===== src/rtl/kyber_pkg.sv =====
`default_nettype none
// ============================================================================
// Module   : kyber_pkg
// Purpose  : Shared constants, tag type and FSM encoding for the mod-q
//            divider arbiter.
// Revision : 1.0 - initial release
// ============================================================================
package kyber_pkg;

  // Kyber modulus, driven as the constant divisor
  localparam logic [15:0] KYBER_Q = 16'd3329;

  // Widest supported requester count and the index width that covers it
  localparam int MAX_REQ = 8;
  localparam int IDX_W   = 3;

  // One entry of the in-flight tag pipeline
  typedef struct packed {
    logic             valid;
    logic [IDX_W-1:0] idx;
  } tag_t;

  // Drain handshake states
  typedef enum logic [1:0] {
    RUN   = 2'd0,
    DRAIN = 2'd1,
    DONE  = 2'd2
  } arb_state_t;

  // One-hot decode of a requester index, sized for the widest build
  function automatic logic [MAX_REQ-1:0] idx_onehot(input logic [IDX_W-1:0] idx);
    return MAX_REQ'(1) << idx;
  endfunction

endpackage
`default_nettype wire


===== src/rtl/modq_div_arbiter_if.sv =====
`default_nettype none
// ============================================================================
// Module   : modq_div_arbiter_if
// Purpose  : Requester, drain and divider-side signals of the mod-q divider
//            arbiter. slave = arbiter view, master = environment view.
// Revision : 1.0 - initial release
// ============================================================================
interface modq_div_arbiter_if #(
  parameter int NUM_REQ = 4
);
  logic [NUM_REQ-1:0]    req_valid;
  logic [16*NUM_REQ-1:0] req_dividend;
  logic [NUM_REQ-1:0]    req_ready;
  logic [NUM_REQ-1:0]    resp_valid;
  logic [15:0]           resp_data;
  logic                  drain;
  logic                  drain_done;
  logic                  busy;
  logic                  err;
  logic [15:0]           div_dividend_tdata;
  logic                  div_dividend_tvalid;
  logic [15:0]           div_divisor_tdata;
  logic                  div_divisor_tvalid;
  logic                  div_dout_tvalid;
  logic [31:0]           div_dout_tdata;

  modport slave (
    input  req_valid, req_dividend, drain, div_dout_tvalid, div_dout_tdata,
    output req_ready, resp_valid, resp_data, drain_done, busy, err,
           div_dividend_tdata, div_dividend_tvalid,
           div_divisor_tdata, div_divisor_tvalid
  );

  modport master (
    output req_valid, req_dividend, drain, div_dout_tvalid, div_dout_tdata,
    input  req_ready, resp_valid, resp_data, drain_done, busy, err,
           div_dividend_tdata, div_dividend_tvalid,
           div_divisor_tdata, div_divisor_tvalid
  );
endinterface
`default_nettype wire


===== src/rtl/modq_rr_arbiter.sv =====
`default_nettype none
// ============================================================================
// Module   : modq_rr_arbiter
// Purpose  : Combinational single-grant arbiter. Round-robin starting one
//            past ptr; with MODQ_DIV_ARB_FIXED_PRIO_EN defined it becomes a
//            fixed lowest-index-wins arbiter and the ptr port disappears.
// Revision : 1.0 - initial release
// ============================================================================
module modq_rr_arbiter
  import kyber_pkg::*;
#(
  parameter int NUM_REQ = 4
) (
  input  logic [NUM_REQ-1:0] req,
`ifndef MODQ_DIV_ARB_FIXED_PRIO_EN
  input  logic [IDX_W-1:0]   ptr,
`endif
  output logic [NUM_REQ-1:0] grant,
  output logic [IDX_W-1:0]   grant_idx,
  output logic               grant_any
);

`ifndef MODQ_DIV_ARB_FIXED_PRIO_EN
  localparam int DW = IDX_W + 1;

  logic [DW-1:0] w_dist;
  logic [DW-1:0] w_best;

  // Pick the requester at the smallest circular distance after ptr
  always_comb begin
    w_dist    = '0;
    w_best    = DW'(NUM_REQ);
    grant_idx = '0;
    for (int i = 0; i < NUM_REQ; i++) begin
      if (DW'(i) > {1'b0, ptr}) begin
        w_dist = DW'(i) - {1'b0, ptr} - DW'(1);
      end else begin
        w_dist = DW'(i) + DW'(NUM_REQ) - {1'b0, ptr} - DW'(1);
      end
      if (req[i] && (w_dist < w_best)) begin
        w_best    = w_dist;
        grant_idx = IDX_W'(i);
      end
    end
  end
`else
  // Lowest set request wins; scan from the top so the lowest index lands last
  always_comb begin
    grant_idx = '0;
    for (int i = NUM_REQ - 1; i >= 0; i--) begin
      if (req[i]) begin
        grant_idx = IDX_W'(i);
      end
    end
  end
`endif

  // Expand the winning index into the one-hot grant
  always_comb begin
    grant_any = |req;
    grant     = '0;
    for (int i = 0; i < NUM_REQ; i++) begin
      grant[i] = grant_any && (grant_idx == IDX_W'(i));
    end
  end

endmodule
`default_nettype wire


===== src/rtl/modq_div_arbiter.sv =====
`default_nettype none
// ============================================================================
// Module   : modq_div_arbiter
// Purpose  : Shares one fixed-latency pipelined mod-q divider among NUM_REQ
//            requesters. Each issue is tagged through a shift pipeline
//            aligned with the divider so remainders route back to their
//            issuer. Includes a drain handshake for quiescing the divider.
//            Build option MODQ_DIV_ARB_FIXED_PRIO_EN selects fixed priority
//            instead of round-robin.
// Revision : 1.0 - initial release
// ============================================================================
module modq_div_arbiter
  import kyber_pkg::*;
#(
  parameter int NUM_REQ     = 4,
  parameter int DIV_LATENCY = 20
) (
  input  logic              clk,
  input  logic              rst,
  modq_div_arbiter_if.slave bus
);

  localparam int BLANK_W = $clog2(DIV_LATENCY + 2);

  arb_state_t                r_state;
  arb_state_t                w_state_nxt;
  logic                      w_grant_en;
  logic [NUM_REQ-1:0]        w_grant;
  logic [IDX_W-1:0]          w_grant_idx;
  logic                      w_grant_any;
  logic [15:0]               w_sel_operand;
  logic [15:0]               r_dividend;
  logic                      r_in_valid;
  tag_t                      w_new_tag;
  tag_t [DIV_LATENCY:0]      r_tag_pipe;
  tag_t                      w_head;
  logic                      w_busy;
  logic [NUM_REQ-1:0]        r_resp_valid;
  logic [15:0]               r_resp_data;
  logic                      r_drain_done;
  logic                      r_err;
  logic [BLANK_W-1:0]        r_blank_cnt;
  logic                      unused_quot;

  // Grants only while running, not draining, and out of reset
  always_comb begin
    w_grant_en = (r_state == RUN) && !bus.drain && !rst;
  end

`ifndef MODQ_DIV_ARB_FIXED_PRIO_EN
  logic [IDX_W-1:0] r_ptr;

  // Last granted index; reset so that index 0 wins first
  always_ff @(posedge clk) begin
    if (rst) begin
      r_ptr <= IDX_W'(NUM_REQ - 1);
    end else if (w_grant_any) begin
      r_ptr <= w_grant_idx;
    end
  end
`endif

  modq_rr_arbiter #(
    .NUM_REQ   (NUM_REQ)
  ) u_arb (
    .req       (bus.req_valid & {NUM_REQ{w_grant_en}}),
`ifndef MODQ_DIV_ARB_FIXED_PRIO_EN
    .ptr       (r_ptr),
`endif
    .grant     (w_grant),
    .grant_idx (w_grant_idx),
    .grant_any (w_grant_any)
  );

  // Select the granted requester's operand
  always_comb begin
    w_sel_operand = '0;
    for (int i = 0; i < NUM_REQ; i++) begin
      if (w_grant[i]) begin
        w_sel_operand = bus.req_dividend[16*i +: 16];
      end
    end
  end

  // Divider input register; valid pulses one cycle per accepted operation
  always_ff @(posedge clk) begin
    if (rst) begin
      r_dividend <= '0;
      r_in_valid <= 1'b0;
    end else begin
      r_in_valid <= w_grant_any;
      if (w_grant_any) begin
        r_dividend <= w_sel_operand;
      end
    end
  end

  // Tag entering the pipeline alongside the divider input
  always_comb begin
    w_new_tag.valid = w_grant_any;
    w_new_tag.idx   = w_grant_idx;
  end

  // Tag shift pipeline; stage 0 lines up with the divider input valid,
  // so the last stage lines up with dout_tvalid
  always_ff @(posedge clk) begin
    if (rst) begin
      r_tag_pipe <= '0;
    end else begin
      r_tag_pipe <= {r_tag_pipe[DIV_LATENCY-1:0], w_new_tag};
    end
  end

  // Head tag and in-flight summary
  always_comb begin
    w_head = r_tag_pipe[DIV_LATENCY];
    w_busy = r_in_valid;
    for (int i = 0; i <= DIV_LATENCY; i++) begin
      w_busy = w_busy | r_tag_pipe[i].valid;
    end
  end

  // Route the remainder back to the requester named by the head tag
  always_ff @(posedge clk) begin
    if (rst) begin
      r_resp_valid <= '0;
      r_resp_data  <= '0;
    end else begin
      r_resp_valid <= '0;
      if (w_head.valid && bus.div_dout_tvalid) begin
        r_resp_valid <= NUM_REQ'(idx_onehot(w_head.idx));
        r_resp_data  <= bus.div_dout_tdata[15:0];
      end
    end
  end

  // After reset the divider may still emit results of pre-reset issues;
  // the mismatch check is held off until those have all drained out
  always_ff @(posedge clk) begin
    if (rst) begin
      r_blank_cnt <= BLANK_W'(DIV_LATENCY + 1);
    end else if (r_blank_cnt != '0) begin
      r_blank_cnt <= r_blank_cnt - BLANK_W'(1);
    end
  end

  // Sticky flag for head-tag / divider-output disagreement
  always_ff @(posedge clk) begin
    if (rst) begin
      r_err <= 1'b0;
    end else if ((r_blank_cnt == '0) && (w_head.valid != bus.div_dout_tvalid)) begin
      r_err <= 1'b1;
    end
  end

  // Drain FSM state register
  always_ff @(posedge clk) begin
    if (rst) begin
      r_state <= RUN;
    end else begin
      r_state <= w_state_nxt;
    end
  end

  // Drain FSM next-state logic
  always_comb begin
    w_state_nxt = r_state;
    case (r_state)
      RUN:     if (bus.drain) w_state_nxt = DRAIN;
      DRAIN:   if (!w_busy)   w_state_nxt = DONE;
      DONE:    if (!bus.drain) w_state_nxt = RUN;
      default: w_state_nxt = RUN;
    endcase
  end

  // drain_done pulses once, on the cycle DONE is entered
  always_ff @(posedge clk) begin
    if (rst) begin
      r_drain_done <= 1'b0;
    end else begin
      r_drain_done <= (r_state == DRAIN) && (w_state_nxt == DONE);
    end
  end

  // Quotient half of the divider output is not needed
  assign unused_quot             = ^bus.div_dout_tdata[31:16];

  assign bus.req_ready           = w_grant;
  assign bus.resp_valid          = r_resp_valid;
  assign bus.resp_data           = r_resp_data;
  assign bus.drain_done          = r_drain_done;
  assign bus.busy                = w_busy;
  assign bus.err                 = r_err;
  assign bus.div_dividend_tdata  = r_dividend;
  assign bus.div_dividend_tvalid = r_in_valid;
  assign bus.div_divisor_tdata   = KYBER_Q;
  assign bus.div_divisor_tvalid  = r_in_valid;

endmodule
`default_nettype wire


===== src/flat_wrapper.sv =====
// flat-port wrapper written by rule: the top's interface ports become plain ports
module modq_div_arbiter_flat import kyber_pkg::*;
#(
  parameter int NUM_REQ     = 4,
  parameter int DIV_LATENCY = 20
)
  (clk, rst, bus_req_valid, bus_req_dividend, bus_drain, bus_div_dout_tvalid, bus_div_dout_tdata, bus_req_ready, bus_resp_valid, bus_resp_data, bus_drain_done, bus_busy, bus_err, bus_div_dividend_tdata, bus_div_dividend_tvalid, bus_div_divisor_tdata, bus_div_divisor_tvalid);
  modq_div_arbiter_if #(.NUM_REQ(NUM_REQ)) bus_i ();
  input  logic clk;
  input  logic rst;
  input wire logic [$bits(bus_i.req_valid)-1:0] bus_req_valid;
  input wire logic [$bits(bus_i.req_dividend)-1:0] bus_req_dividend;
  input wire logic [$bits(bus_i.drain)-1:0] bus_drain;
  input wire logic [$bits(bus_i.div_dout_tvalid)-1:0] bus_div_dout_tvalid;
  input wire logic [$bits(bus_i.div_dout_tdata)-1:0] bus_div_dout_tdata;
  output wire logic [$bits(bus_i.req_ready)-1:0] bus_req_ready;
  output wire logic [$bits(bus_i.resp_valid)-1:0] bus_resp_valid;
  output wire logic [$bits(bus_i.resp_data)-1:0] bus_resp_data;
  output wire logic [$bits(bus_i.drain_done)-1:0] bus_drain_done;
  output wire logic [$bits(bus_i.busy)-1:0] bus_busy;
  output wire logic [$bits(bus_i.err)-1:0] bus_err;
  output wire logic [$bits(bus_i.div_dividend_tdata)-1:0] bus_div_dividend_tdata;
  output wire logic [$bits(bus_i.div_dividend_tvalid)-1:0] bus_div_dividend_tvalid;
  output wire logic [$bits(bus_i.div_divisor_tdata)-1:0] bus_div_divisor_tdata;
  output wire logic [$bits(bus_i.div_divisor_tvalid)-1:0] bus_div_divisor_tvalid;
  assign bus_i.req_valid = bus_req_valid;
  assign bus_i.req_dividend = bus_req_dividend;
  assign bus_i.drain = bus_drain;
  assign bus_i.div_dout_tvalid = bus_div_dout_tvalid;
  assign bus_i.div_dout_tdata = bus_div_dout_tdata;
  assign bus_req_ready = bus_i.req_ready;
  assign bus_resp_valid = bus_i.resp_valid;
  assign bus_resp_data = bus_i.resp_data;
  assign bus_drain_done = bus_i.drain_done;
  assign bus_busy = bus_i.busy;
  assign bus_err = bus_i.err;
  assign bus_div_dividend_tdata = bus_i.div_dividend_tdata;
  assign bus_div_dividend_tvalid = bus_i.div_dividend_tvalid;
  assign bus_div_divisor_tdata = bus_i.div_divisor_tdata;
  assign bus_div_divisor_tvalid = bus_i.div_divisor_tvalid;
  modq_div_arbiter #(.NUM_REQ(NUM_REQ), .DIV_LATENCY(DIV_LATENCY)) u_core (.clk(clk), .rst(rst), .bus(bus_i));
endmodule

===== config.mk =====
export PLATFORM = sky130hd
export DESIGN_NAME = modq_div_arbiter_flat
export DESIGN_NICKNAME = d
export VERILOG_FILES = /design/src/rtl/kyber_pkg.sv /design/src/rtl/modq_div_arbiter_if.sv /design/src/rtl/modq_rr_arbiter.sv /design/src/rtl/modq_div_arbiter.sv /design/src/flat_wrapper.sv
export SDC_FILE = /design/constraint.sdc
export NUM_CORES = 1
export LEC_CHECK = 0
export BUFFER_PORTS_ARGS = -buffer_cell sky130_fd_sc_hd__buf_2
export CORE_MARGIN = 2
export CORE_UTILIZATION = 52
export CTS_CLUSTER_SIZE = 14
export DETAILED_ROUTE_END_ITERATION = 10
export GPL_TIMING_DRIVEN = 0
export PLACE_DENSITY = 0.91
export REMOVE_ABC_BUFFERS = 1
export SYNTH_ARGS = -nofsm -noshare
export SYNTH_HDL_FRONTEND = slang
export SYNTH_SLANG_ARGS = --single-unit

===== constraint.sdc =====
create_clock -name clk -period 9.6 [get_ports clk]
set_input_delay 1.44 -clock clk [delete_from_list [all_inputs] [get_ports clk]]
set_output_delay 1.44 -clock clk [all_outputs]
set_load 0.01 [all_outputs]

==> results by group <==
Run status
  • Outcome: finished, final reports clean

Cells and area
  • Fraction of layout cells with a size suffix above 1: 0.2676
  • Final net count: 695
  • Design area: 5260 µm²
  • Area grow syn2layout: 21.01%
  • Fill cell count: 637
  • Final Util: 0.6434
  • # diodes: 0

Placed design
  • Dpl cell area: 5049 µm²
  • Hpwl dp: 6426 µm
  • IO Port Bufs: 132
  • Gpl congestion: 0.8394

Floorplanning
  • Die width: 95.43 µm
  • Chip Height: 95.43 µm
  • Initial Util: 0.5317
  • Core area: roughly 8000 µm²
  • Die area: 9106 µm²
  • I/O pin total: roughly 170
  • Row count: 33

Worst setup path
  • Reg-to-reg startpoint: u_core.r_ptr[0]
  • Worst Path Arrival: 6820 ps
  • Crit start category: input pin
  • Reg2Reg Depth: 19
  • Worst Path Max Fanout: 91
  • Critical path endpoint category: primary output
  • Reg2reg setup slack: 4170 ps
  • R2r endpoint: u_core.bus.div_dividend_tdata[2]
  • Critical path class: input pin to primary output
  • Required @ worst endpoint: 8160 ps

Yosys
  • Cell count after synthesis: 454
  • Cell Area, Synth: 4347 µm²
  • Post-synth ARST share: 0
  • Top cells by count, synth: dfxtp_1 (110), nor2b_1 (63), nor2_1 (46)
  • Ys Warns: 0
  • Mapped Avg Cell Area: 9.574 µm²
  • Sequential area share after synthesis: 0.5066
  • Top-count cell post-synth: dfxtp_1
  • Synth top area cells: dfxtp_1 (51%), nor2b_1 (9.1%), mux2i_1 (7.4%), nor2_1 (4.0%), ha_1 (3.7%)
  • Seq cells post-synth: 110
  • Leading area contributor after synthesis: dfxtp_1
  • Post-synthesis cell type count: 45
  • Dominant synthesized flop cell: dfxtp_1
  • Post-synth EDFFs: 0
  • Top cell type's share of synthesized area: 0.5066

Timing
  • Tmin final: 8263 ps
  • RSZ-0062 raised after global routing: no
  • Max transition margin: 0.2387
  • Period Utilization, post-route: 0.8607
  • Fmax: 121.0 MHz
  • Final Max Slew Viols: 0
  • Fin Hold WS: around 450 ps
  • Final Hold Fails: 0
  • Worst slew pin tran: 1138 ps
  • Clock skew: 9.258 ps
  • Endpoints failing setup: 0

Pwr
  • Max VDD drop: 0.08833 mV
  • Power per cell area: 166.4 nW/µm²
  • Leak: 2.560 nW

Clocking
  • Clk slew on worst S/H paths: 90 ps
  • Cts repair resizes: 0
  • Inserted Clock Buffers: 9
  • Post-CTS Setup Inserts: 0
  • CTS tree: yes
  • Clock Sinks: 110
  • Clock Latency Late Sink: 360 ps
  • H-tree level count: 3
  • Hold Buf Count CTS: 0
  • CTS Root Cell: clkbuf_8
  • Clk buf depth: 2

Route
  • Post-route ant nets: 0
  • Vias post-DR: 3438
  • Metal2 WL: ~4300 µm
  • Residual DRC count: 0
  • Via density per instance: about 5
  • WL per Instance: 12.94 µm
  • Initial DRC Count: 88
  • Final WL: a little under 9000 µm
  • 1st-pass router iterations: 5
  • Max Used Layer: met4
  • Routed wire length on met3: 633 µm
  • M1 WL: around 3800 µm

Hold path
  • Worst hold path cell count: 1
  • Min-Delay Startpoint: u_core.r_tag_pipe[41]
  • Hold Path Class: flip-flop to flip-flop
  • Hold EP: u_core.r_tag_pipe[45]

Global route
  • Initial antenna violation count: 0
  • Overflow after GRT: 0
  • Vias in the first global route: 3279
  • All-layer global routing usage: 0.1962
  • Largest net degree at the start of global routing: 92
  • First-pass GRT wire length: 14170 µm

Flow run
  • Max Cap Viol: 0
## final cells by class
| class | count | area, µm² | share of cell area |
|---|---|---|---|
| clock inverters | 4 | 53.80 | 0.01023 |
| repair buffers | 134 | 705.7 | 0.1342 |
| flip-flops and latches | 110 | 2202 | 0.4186 |
| inverters | 29 | 108.9 | 0.02069 |
| clock buffers | 12 | 155.1 | 0.02950 |
| well taps | 105 | 131.4 | 0.02498 |
| multi-input cells | 294 | 1903 | 0.3618 |
## worst max-delay path, stage by stage
cell and delay (ps):
buf_4 350, nor4_4 430, nand2_1 140, inv_1 130, nand2_1 70, ha_1 310, nor2_1 80, o311ai_4 600
a31oi_1 220, ha_1 320, nand3_1 90, a31oi_1 330, or2_0 340, o21ai_0 130, ha_1 280, o31ai_1 90
o21ba_2 230, o21bai_2 750, and4_1 330, buf_2 140
## registers in the layout, indices dropped and copies added, names as in the netlist
register	flops
u_core.bus.drain_done	1
u_core.bus.div_dividend_tdata	16
u_core.bus.resp_valid	4
u_core.r_tag_pipe	62
u_core.r_ptr	2
u_core.bus.div_dividend_tvalid	1
u_core.r_blank_cnt	5
u_core.bus.resp_data	16
u_core.bus.err	1
u_core.r_state	2
## stage by stage
stage	power (mW)	instances	worst slack [ps]	TNS, ps
5_1_grt	0.9139	688	769.1	0
3_5_place_dp	0.5993	672	921.6	0
4_1_cts	0.8816	688	911.2	0
2_1_floorplan	0.5489	433	503.1	0
3_3_place_gp	0.5913	670	-1923	-14230
6_report	0.8752	688	1337	0
## placed cells by master, fill, tap and decap left out, types with 4 or more instances in the layout
| cell | Yosys | routed |
|---|---|---|
| nor4_1 | 5 | 5 |
| o221ai_1 | 16 | 16 |
| a21oi_1 | 23 | 23 |
| ha_1 | 13 | 13 |
| nor3_1 | 5 | 5 |
| nor2_1 | 46 | 45 |
| nand2_1 | 25 | 25 |
| o21ai_0 | 5 | 5 |
| inv_1 | 29 | 29 |
| conb_1 | 2 | 20 |
| mux2i_1 | 32 | 32 |
| nor3b_1 | 4 | 4 |
| nor2b_1 | 63 | 63 |
| dfxtp_1 | 110 | 110 |
| clkbuf_8 | 0 | 11 |
| buf_2 | 5 | 131 |
## routing by layer
metal	vias to the layer above	global-route usage
met5	-	0
met4	0	0.08095
met3	15	0.03794
met2	146	0.3427
met1	1557	0.2362
li1	1720	-
## worst max path at each step
stage                          from          endpoint  slack, ps  cells past startpoint
after floorplan           bus_drain  bus_req_ready[1]        500                     18
after global placement          rst  bus_req_ready[0]      -1920                     19
after detailed placement        rst  bus_req_ready[0]        920                     20
after CTS                       rst  bus_req_ready[0]        910                     20
after global routing            rst  bus_req_ready[1]        770                     20
final                           rst  bus_req_ready[0]       1340                     20
## report_power, final
group	switching (mW)	total, mW	internal (mW)
logic	0.0604	0.109	0.0489
clock network	0.148	0.284	0.137
registers	0.0101	0.481	0.471
## logic make-up after synthesis
| kind of cell | Yosys count | synth area share |
|---|---|---|
| AO/OA/AOI/OAI | 59 | 0.09183 |
| XOR/XNOR | 3 | 0.006046 |
| flip-flops | 110 | 0.5066 |
| buffers and inverters | 68 | 0.07656 |
| multiplexers | 32 | 0.07369 |
| other | 2 | 0.001728 |
| AND/OR/NAND/NOR | 167 | 0.2061 |
| adder cells (fa/ha/maj) | 13 | 0.03742 |
(Power assumes the default switching activity.)
